===== src/rtl/clkgen_ce_supervisor.sv =====
// PLL lock supervisor: releases a synchronous system reset after lock has been stable,
// then drives NUM_CH clock-enable dividers that can be reprogrammed at runtime without glitches.
// Optional lock-loss event counter: define CLKGEN_CE_LOCK_LOST_CNT_EN.
module clkgen_ce_supervisor #(
    parameter int NUM_CH             = 4,
    parameter int DIV_W              = 8,
    parameter int DIV_DEFAULT        = 2,
    parameter int LOCK_STABLE_CYCLES = 1024,
    parameter int CH_W               = 2
) (
    input  logic              clkin,
    input  logic              rst_n,
    input  logic              pll_lock,
    input  logic              div_wr,
    input  logic [CH_W-1:0]   div_ch,
    input  logic [DIV_W-1:0]  div_val,
    output logic              locked,
    output logic              sys_rst_n,
    output logic [NUM_CH-1:0] ce,
    output logic [7:0]        lock_lost_cnt
);

    localparam int SC_W = (LOCK_STABLE_CYCLES > 1) ? $clog2(LOCK_STABLE_CYCLES) : 1;
    localparam logic [SC_W-1:0]  STABLE_LAST = SC_W'(LOCK_STABLE_CYCLES - 1);
    localparam logic [DIV_W-1:0] DIV_RST     = DIV_W'(DIV_DEFAULT);

    // state     | meaning
    // WAIT_LOCK | synchronised lock low, stable counter cleared
    // STABLE    | lock seen, counting consecutive locked cycles
    // RUN       | lock stable, system reset released, dividers running
    typedef enum logic [1:0] {
        WAIT_LOCK = 2'd0,
        STABLE    = 2'd1,
        RUN       = 2'd2
    } state_t;

    logic            lock_meta_q;
    logic            lock_s_q;
    state_t          state_q;
    logic [SC_W-1:0] stable_cnt_q;
    logic            run_q;
    logic            run_d;

    always_ff @(posedge clkin or negedge rst_n) begin
        if (!rst_n) begin
            lock_meta_q <= 1'b0;
            lock_s_q    <= 1'b0;
        end else begin
            lock_meta_q <= pll_lock;
            lock_s_q    <= lock_meta_q;
        end
    end

    // The dividers need to know one edge ahead whether the system reset will be released.
    assign run_d = lock_s_q &&
                   ((state_q == RUN) || ((state_q == STABLE) && (stable_cnt_q == STABLE_LAST)));

    always_ff @(posedge clkin or negedge rst_n) begin
        if (!rst_n) begin
            state_q      <= WAIT_LOCK;
            stable_cnt_q <= '0;
            run_q        <= 1'b0;
        end else begin
            run_q <= run_d;
            case (state_q)
                WAIT_LOCK: begin
                    stable_cnt_q <= '0;
                    if (lock_s_q) state_q <= STABLE;
                end
                STABLE: begin
                    if (!lock_s_q) begin
                        state_q      <= WAIT_LOCK;
                        stable_cnt_q <= '0;
                    end else if (stable_cnt_q == STABLE_LAST) begin
                        state_q      <= RUN;
                        stable_cnt_q <= '0;
                    end else begin
                        stable_cnt_q <= stable_cnt_q + SC_W'(1);
                    end
                end
                RUN: begin
                    if (!lock_s_q) state_q <= WAIT_LOCK;
                end
                default: begin
                    state_q      <= WAIT_LOCK;
                    stable_cnt_q <= '0;
                end
            endcase
        end
    end

    assign locked    = run_q;
    assign sys_rst_n = run_q;

`ifdef CLKGEN_CE_LOCK_LOST_CNT_EN
    logic [7:0] lost_cnt_q;

    always_ff @(posedge clkin or negedge rst_n) begin
        if (!rst_n) begin
            lost_cnt_q <= 8'd0;
        end else if (run_q && !lock_s_q && (lost_cnt_q != 8'hFF)) begin
            lost_cnt_q <= lost_cnt_q + 8'd1;
        end
    end

    assign lock_lost_cnt = lost_cnt_q;
`else
    assign lock_lost_cnt = 8'd0;
`endif

    for (genvar i = 0; i < NUM_CH; i++) begin : g_ch
        logic [DIV_W-1:0] div_q;
        logic [DIV_W-1:0] pend_q;
        logic             pend_v_q;
        logic [DIV_W-1:0] cnt_q;
        logic             ce_q;

        logic             wr_hit;
        logic             le1;
        logic             tc;
        logic             pend_v_nx;
        logic [DIV_W-1:0] pend_nx;
        logic             apply;

        always_comb begin
            wr_hit    = div_wr && (div_ch == CH_W'(i));
            le1       = (div_q <= DIV_W'(1));
            tc        = le1 || (cnt_q == (div_q - DIV_W'(1)));
            pend_v_nx = pend_v_q || wr_hit;
            pend_nx   = wr_hit ? div_val : pend_q;
            // Pending divisors only land on a period boundary, or at once while held in reset.
            apply     = pend_v_nx && (!run_q || tc);
        end

        always_ff @(posedge clkin or negedge rst_n) begin
            if (!rst_n) begin
                div_q    <= DIV_RST;
                pend_q   <= DIV_RST;
                pend_v_q <= 1'b0;
                cnt_q    <= '0;
                ce_q     <= 1'b0;
            end else begin
                ce_q   <= run_d && (le1 || (run_q && tc));
                cnt_q  <= (!run_q || !run_d || tc) ? '0 : (cnt_q + DIV_W'(1));
                pend_q <= pend_nx;
                if (apply) begin
                    div_q    <= pend_nx;
                    pend_v_q <= 1'b0;
                end else begin
                    pend_v_q <= pend_v_nx;
                end
            end
        end

        assign ce[i] = ce_q;
    end

endmodule


===== config.mk =====
export PLATFORM = sky130hd
export DESIGN_NAME = clkgen_ce_supervisor
export DESIGN_NICKNAME = d
export VERILOG_FILES = /design/src/rtl/clkgen_ce_supervisor.sv
export SDC_FILE = /design/constraint.sdc
export NUM_CORES = 1
export LEC_CHECK = 0
export ABC_AREA = 1
export ABC_CLOCK_PERIOD_IN_PS = 5500
export CAP_MARGIN = 20
export CORE_ASPECT_RATIO = 0.5
export CORE_UTILIZATION = 35
export DETAILED_ROUTE_END_ITERATION = 8
export SETUP_SLACK_MARGIN = 0.1
export SYNTH_ARGS = -nofsm -noshare
export SYNTH_HDL_FRONTEND = slang
export SYNTH_SLANG_ARGS = --single-unit

===== constraint.sdc =====
create_clock -name clkin -period 5.5 [get_ports clkin]
set_input_delay 1.65 -clock clkin [delete_from_list [all_inputs] [get_ports clkin]]
set_output_delay 1.65 -clock clkin [all_outputs]
set_load 0.01 [all_outputs]

==> results.toml, run 1 <==
[status]
status = "finished, violations left"
violations = "design-rule violations"

[synthesis]
synthFlopType = "dfrtp_1"
syn_area_mm2 = 0.00624
yosysUniqueCellTypes = 39
yosys_warnings = 0
synth_edf_count = 0
ys_top_cells_by_count = "nand2_1, dfrtp_1, nor2_1, inv_1, nand3_1"
ys_ff_latch = 119
seq_area_frac_synth_pct = 47.9
synth_top_cell_by_area = "dfrtp_1"
synth-async-reset-ratio_pct = 100
synth_area_per_cell_um2 = 7.98
synth_area_leaders = "dfrtp_1, nand2_1, nor2_1"
yosysTopAreaCellShare_pct = 44.5
synth.most_common_cell = "nand2_1"
synthCells = 782

[setup_path]
r2r_cells = 14
crit_path_top_delay_cell = "dfrtp_1"
crit_buf_inv = 1
cp_slowest_stage_delay_ps = 860
crit_fanout = 13
cp_cell_sequence = "clkdlybuf4s50_1"
r2r_start = "g_ch[3].div_q[1]$_DFFE_PN1P_"
worstPathRequired_ps = 3850
r2r_slack_ps = 3250
arrival_ps = 1940
cp-startpoint = "locked$_DFF_PN0_"
crit_cells = 1
start_kind = "flop"
crit_family = "flip-flops"
worst_setup_path_end_kind = "primary output"
worstReg2RegEnd = "g_ch[3].div_q[3]$_DFFE_PN0P_"
cp-endpoint = "sys_rst_n"
critPathKind = "reg -> out"

[timing]
holdWs_ps = 346
tightest_slew_ps = 949
fin_worst_skew_ps = 8.85
final_max_slew_viol_count = 0
finalCritPeriodShare_pct = 65.3
period_minus_slack_ps = 3590
final.setup.tns_ps = 0
rsz0062_at_grt = "false"
setup_violations = 0
slew-limit-headroom_pct = 36.7
hold_viol = 0
fmax_ghz = 0.279

[placement]
io_buffers = 19
place_congestion = 0.811
dp_hpwl_um = 8730

[routing]
drtIter0Drc = 269
vias_per_cell = 4.48
antenna_left = 0
vias = 4737
wl_um = 12300
route.detailed.drc = 1
drt_pass1_iterations = 7
detail_route.wl_per_cell_um = 11.6

[clock_tree]
cts_tree = "yes"
cts_buffers = 17
clock_path_buffers = 2
worstSkewPairLatency_ps = 410
clock_sinks = 119
cts-hold-fix-buffers = 0
htreeDepth = 4
post-cts-setup-buffers = 0
cts-resized-gates = 0
cts_root_buf = "clkbuf_16"
clkTransAtPathRegs_ps = 50

[power_and_ir_drop]
pwr-share-seq_pct = 37.8
ir_drop_v = 0.000197
combPwrFrac_pct = 17.4
switching_share_pct = 27.4
p_per_area_mw_per_mm2 = 380
power.internal_w = 0.00202
power.switching_w = 0.000761
p_leak_nw = 3.50
clkPwrFrac_pct = 44.7

[job]
cap_violations = 0

[grt]
overflow = 0
grt_first_pass_wirelength_um = 20500
grtUsageTotal_pct = 14.2
grt_pass1_vias = 4290
grt_max_degree = 76
antenna_found_initial = 0

[final_layout]
finalNetCount = 837
layout-drive-gt1-share_pct = 8.26
insertedDiodeCount = 0
area_delta_synth_final_pct = 17.1

[die]
die_y_um = 96.4
die_x_um = 191
num_io_pins = 28
die_area_mm2 = 0.0184
start_util_pct = 35.9
core_area_mm2 = 0.0174
row_count = 34

[worst_hold_path]
min_path_type = "reg -> reg"
==> worst reg2reg max path, delay by kind of cell, from the launching register on <==
family / cells / cell delay (ps)
AND/OR/NAND/NOR: 11 / 1200
adder cells (fa/ha/maj): 1 / 300
buffers and inverters: 2 / 100
flip-flops: 1 / 540
==> final cells by class <==
cell class | instances | area [um^2]
inverter | 94 | 353
sequential | 119 | 2990
multi-input combinational | 557 | 2810
timing repair buffer | 21 | 203
tap | 234 | 293
clock inverter | 8 | 165
fill | 1688 | 10100
clock buffer | 24 | 502
==> sequential cells by signal, summed over array words and instances, names as in the netlist <==
| register | cells |
|---|---|
| stable_cnt_q | 10 |
| locked | 1 |
| g_ch.ce_q | 4 |
| g_ch.pend_q | 32 |
| g_ch.cnt_q | 32 |
| state_q | 2 |
| g_ch.div_q | 32 |
| lock_meta_q | 1 |
| g_ch.pend_v_q | 4 |
| lock_s_q | 1 |
==> layer usage <==
metal	routed length (um)	share of wire, %	GRT usage [%]	vias up
li1	-	-	-	2502
met1	6130	50	18.5	2177
met2	5710	47	23.0	49
met3	323	2.6	3.39	9
met4	99	0.81	5.33	0
met5	0	0	0	-
==> how the worst min path moves through the flow <==
stage                     startpoint                 end  slack [ps]  cells past startpoint
2_1_floorplan  lock_meta_q$_DFF_PN0_  lock_s_q$_DFF_PN0_         330                      0
3_3_place_gp   lock_meta_q$_DFF_PN0_  lock_s_q$_DFF_PN0_         330                      0
3_5_place_dp   lock_meta_q$_DFF_PN0_  lock_s_q$_DFF_PN0_         340                      0
4_1_cts        lock_meta_q$_DFF_PN0_  lock_s_q$_DFF_PN0_         350                      0
5_1_grt        lock_meta_q$_DFF_PN0_  lock_s_q$_DFF_PN0_         360                      0
6_report       lock_meta_q$_DFF_PN0_  lock_s_q$_DFF_PN0_         350                      0
==> through the flow <==
stage          instance area, um^2  total power, W  instances  util, %  worst slack [ps]
5_1_grt                       7310         0.00295       1057     42.0              1840
4_1_cts                       7310         0.00281       1057     42.0              1870
3_5_place_dp                  6640         0.00155       1025     38.2              2070
3_3_place_gp                  6640         0.00153       1025     38.2              2120
2_1_floorplan                 6270         0.00143        789        -              2840
6_report                      7310         0.00278       1057     42.0              1910
==> kinds of logic (layout without fill, tap and decap cells) <==
| family | after synthesis | in the layout | share of synthesized area (%) |
|---|---|---|---|
| and+or+nand+nor | 438 | 438 | 31.1 |
| DFF | 119 | 119 | 47.9 |
| buffers and inverters | 113 | 147 | 7.60 |
| AOI/OAI and AO/OA | 62 | 62 | 5.45 |
| xor gates and xnor gates | 36 | 36 | 5.27 |
| adders and majority gates | 13 | 13 | 2.61 |
| other | 1 | 8 | 0.0601 |
==> power groups by stage <==
stage	registers, W	logic (W)	clock network, W
final	0.00105	0.000484	0.00124
after CTS	0.00105	0.000489	0.00127
after global placement	0.00106	0.000470	0
after global routing	0.00106	0.000569	0.00131
after floorplan	0.00104	0.000386	0
after detailed placement	0.00106	0.000486	0
==> cell usage in the layout (no fill, tap or decap), types with 4 or more instances in the layout <==
master,n
bufinv_16,5
xnor2_1,11
nand3_1,61
o21ai_0,42
nand4_4,4
ha_1,13
clkbuf_8,5
clkbuf_16,17
clkdlybuf4s50_1,18
conb_1,8
nor2_1,108
dfrtp_1,111
a21oi_1,12
xor2_1,24
inv_1,92
or2_2,4
nor3_1,11
nand2_1,225
dfstp_2,8
nand4_1,4
nand3_2,8
Power figures use the tool's default switching activity.
==> inputs of run 2 (changes only) <==
--- a/config.mk
+++ b/config.mk
@@ -6,7 +6,7 @@
 export NUM_CORES = 1
 export LEC_CHECK = 0
 export ABC_AREA = 1
-export ABC_CLOCK_PERIOD_IN_PS = 5500
+export ABC_CLOCK_PERIOD_IN_PS = 2900
 export CAP_MARGIN = 20
 export CORE_ASPECT_RATIO = 0.5
 export CORE_UTILIZATION = 35
==> constraint.sdc (replaced) <==
create_clock -name clkin -period 2.9 [get_ports clkin]
set_input_delay 0.87 -clock clkin [delete_from_list [all_inputs] [get_ports clkin]]
set_output_delay 0.87 -clock clkin [all_outputs]
set_load 0.01 [all_outputs]
==> run 2 against run 1 <==
  * The run still ends with design-rule violations left
  * Final cell count rose by 0.28%
  * Non-clock buffer count grew 4
  * Clock-buffer cell count decreased by 3
  * Critical path depth up 13
  * Clock skew decreased by 1.5 ps
  * Critical endpoint is now g_ch[3].div_q[5]$_DFFE_PN0P_
  * Highest routed layer unchanged
==> results.toml, run 2 (synthesized netlist as in run 1, its figures left out) <==
[status]
status = "finished, violations left"
violations = "design-rule violations"

[routing]
vias_per_cell = 4.50
drtIter0Drc = 198
detail_route.wl_per_cell_um = 11.7
drt_pass1_iterations = 6
wl_um = 12400
route.detailed.drc = 1
vias = 4772
antenna_left = 0

[timing]
tightest_slew_ps = 556
period_minus_slack_ps = 2260
finalCritPeriodShare_pct = 78.0
fin_worst_skew_ps = 7.36
rsz0062_at_grt = "false"
final_max_slew_viol_count = 0
fmax_ghz = 0.442
setup_violations = 0
final.setup.tns_ps = 0
hold_viol = 0
slew-limit-headroom_pct = 62.7

[clock_tree]
clkTransAtPathRegs_ps = 50
post-cts-setup-buffers = 0
cts_root_buf = "clkbuf_16"
cts_tree = "yes"
cts-hold-fix-buffers = 0
worstSkewPairLatency_ps = 410
htreeDepth = 4
clock_path_buffers = 2
cts_buffers = 17
clock_sinks = 119
cts-resized-gates = 0

[worst_hold_path]
hold_depth = 0
min_path_type = "reg -> reg"
hp-start = "lock_meta_q$_DFF_PN0_"
hold_path_end = "lock_s_q$_DFF_PN0_"

[setup_path]
worstPathRequired_ps = 3190
worst_setup_path_end_kind = "flop"
arrival_ps = 2550
start_kind = "flop"
critPathKind = "reg -> reg"
r2r_cells = 14
r2r_slack_ps = 640
worstReg2RegEnd = "g_ch[3].div_q[5]$_DFFE_PN0P_"
crit_fanout = 10
r2r_start = "g_ch[3].div_q[1]$_DFFE_PN1P_"

[final_layout]
final_cell_mix = "nand2_1, dfrtp_1, nor2_1"
layout-drive-gt1-share_pct = 8.47
area_delta_synth_final_pct = 16.8
seq_area_mm2 = 0.00299
multi_input_area_mm2 = 0.00281
top_regs = "g_ch.cnt_q (32), g_ch.div_q (32), g_ch.pend_q (32)"
filler_cell_count = 1661
finalNetCount = 841
final_cells = 1060
insertedDiodeCount = 0
layout_commonest_cell = "nand2_1"

[die]
die_area_mm2 = 0.0184
start_util_pct = 35.9
die_x_um = 191
core_area_mm2 = 0.0174
die_y_um = 96.4
row_count = 34
num_io_pins = 28

[placement]
dp_hpwl_um = 8770
io_buffers = 19
place_congestion = 0.802
post-place-cells = 1029

[grt]
grt_first_pass_wirelength_um = 20300
grt_pass1_vias = 4331
grt_max_degree = 42
grtUsageTotal_pct = 14.2
overflow = 0
antenna_found_initial = 0

[job]
cap_violations = 0

[power_and_ir_drop]
p_leak_nw = 3.49
ir_drop_v = 0.000406
p_per_area_mw_per_mm2 = 697
==> run 2: cell types whose count changed in the layout (fill, tap and decap cells not counted), sizes merged <==
cell      delta
bufinv       -1
clkinv       +2
clkbuf       -3
clkinvlp     +1
buf          +4
==> run 2: routing by layer <==
layer / wire length, um / up-vias / global-route usage [%]
li1: - / 2513 / -
met1: 6210 / 2201 / 18.2
met2: 5770 / 47 / 23.2
met4: 119 / 0 / 6.60
met5: 0 / - / 0
met3: 292 / 11 / 3.29
==> run 2: how the worst max path moves through the flow <==
stage	start	to	slack, ps	cells after the start
floorplan	g_ch[3].div_q[1]$_DFFE_PN1P_	g_ch[3].div_q[0]$_DFFE_PN0P_	980	14
global route	g_ch[3].div_q[0]$_DFFE_PN0P_	g_ch[3].div_q[5]$_DFFE_PN0P_	460	14
global placement	div_ch[0]	g_ch[3].div_q[1]$_DFFE_PN1P_	400	7
detailed placement	div_ch[0]	g_ch[3].div_q[0]$_DFFE_PN0P_	330	7
CTS	g_ch[3].div_q[1]$_DFFE_PN1P_	g_ch[3].div_q[5]$_DFFE_PN0P_	630	14
finish	g_ch[3].div_q[1]$_DFFE_PN1P_	g_ch[3].div_q[5]$_DFFE_PN0P_	640	14
==> run 2: final cells by class <==
| class | instances | area share [%] |
|---|---|---|
| clock inverter | 10 | 2.09 |
| multi-input combinational | 557 | 38.5 |
| sequential | 119 | 41.0 |
| tap | 234 | 4.02 |
| timing repair buffer | 25 | 3.36 |
| inverter | 94 | 4.84 |
| clock buffer | 21 | 6.18 |
==> run 2: report_power, final <==
group	leakage (nW)	internal [W]	total, W	switching (W)
Clock	0.296	0.00145	0.00217	0.000722
Sequential	1.55	0.00185	0.00200	0.000146
Combinational	1.64	0.000341	0.000915	0.000574
==> run 2: worst max-delay path: stages (launching register included) <==
cell     delay, ps
dfstp_2        550
inv_1           60
ha_1           240
nand2_1         90
inv_1           40
nor2_1         110
nor2_1          60
nor2_1          80
nand3_1         90
nor2_1         150
nand3_2        140
nand3_2        240
nand2_4        130
nand2_1         90
nand2_1         60
==> run 2: stage by stage <==
stage               hold slack [ps]  total power [W]  cell area [um^2]  utilization, %  worst slack [ps]
floorplan                       331          0.00271              6270               -               975
CTS                             364          0.00513              7290            41.9               629
global route                    372          0.00538              7290            41.9               456
detailed placement              351          0.00293              6690            38.4               331
finish                          360          0.00508              7290            41.9               638
global placement                333          0.00291              6690            38.4               402
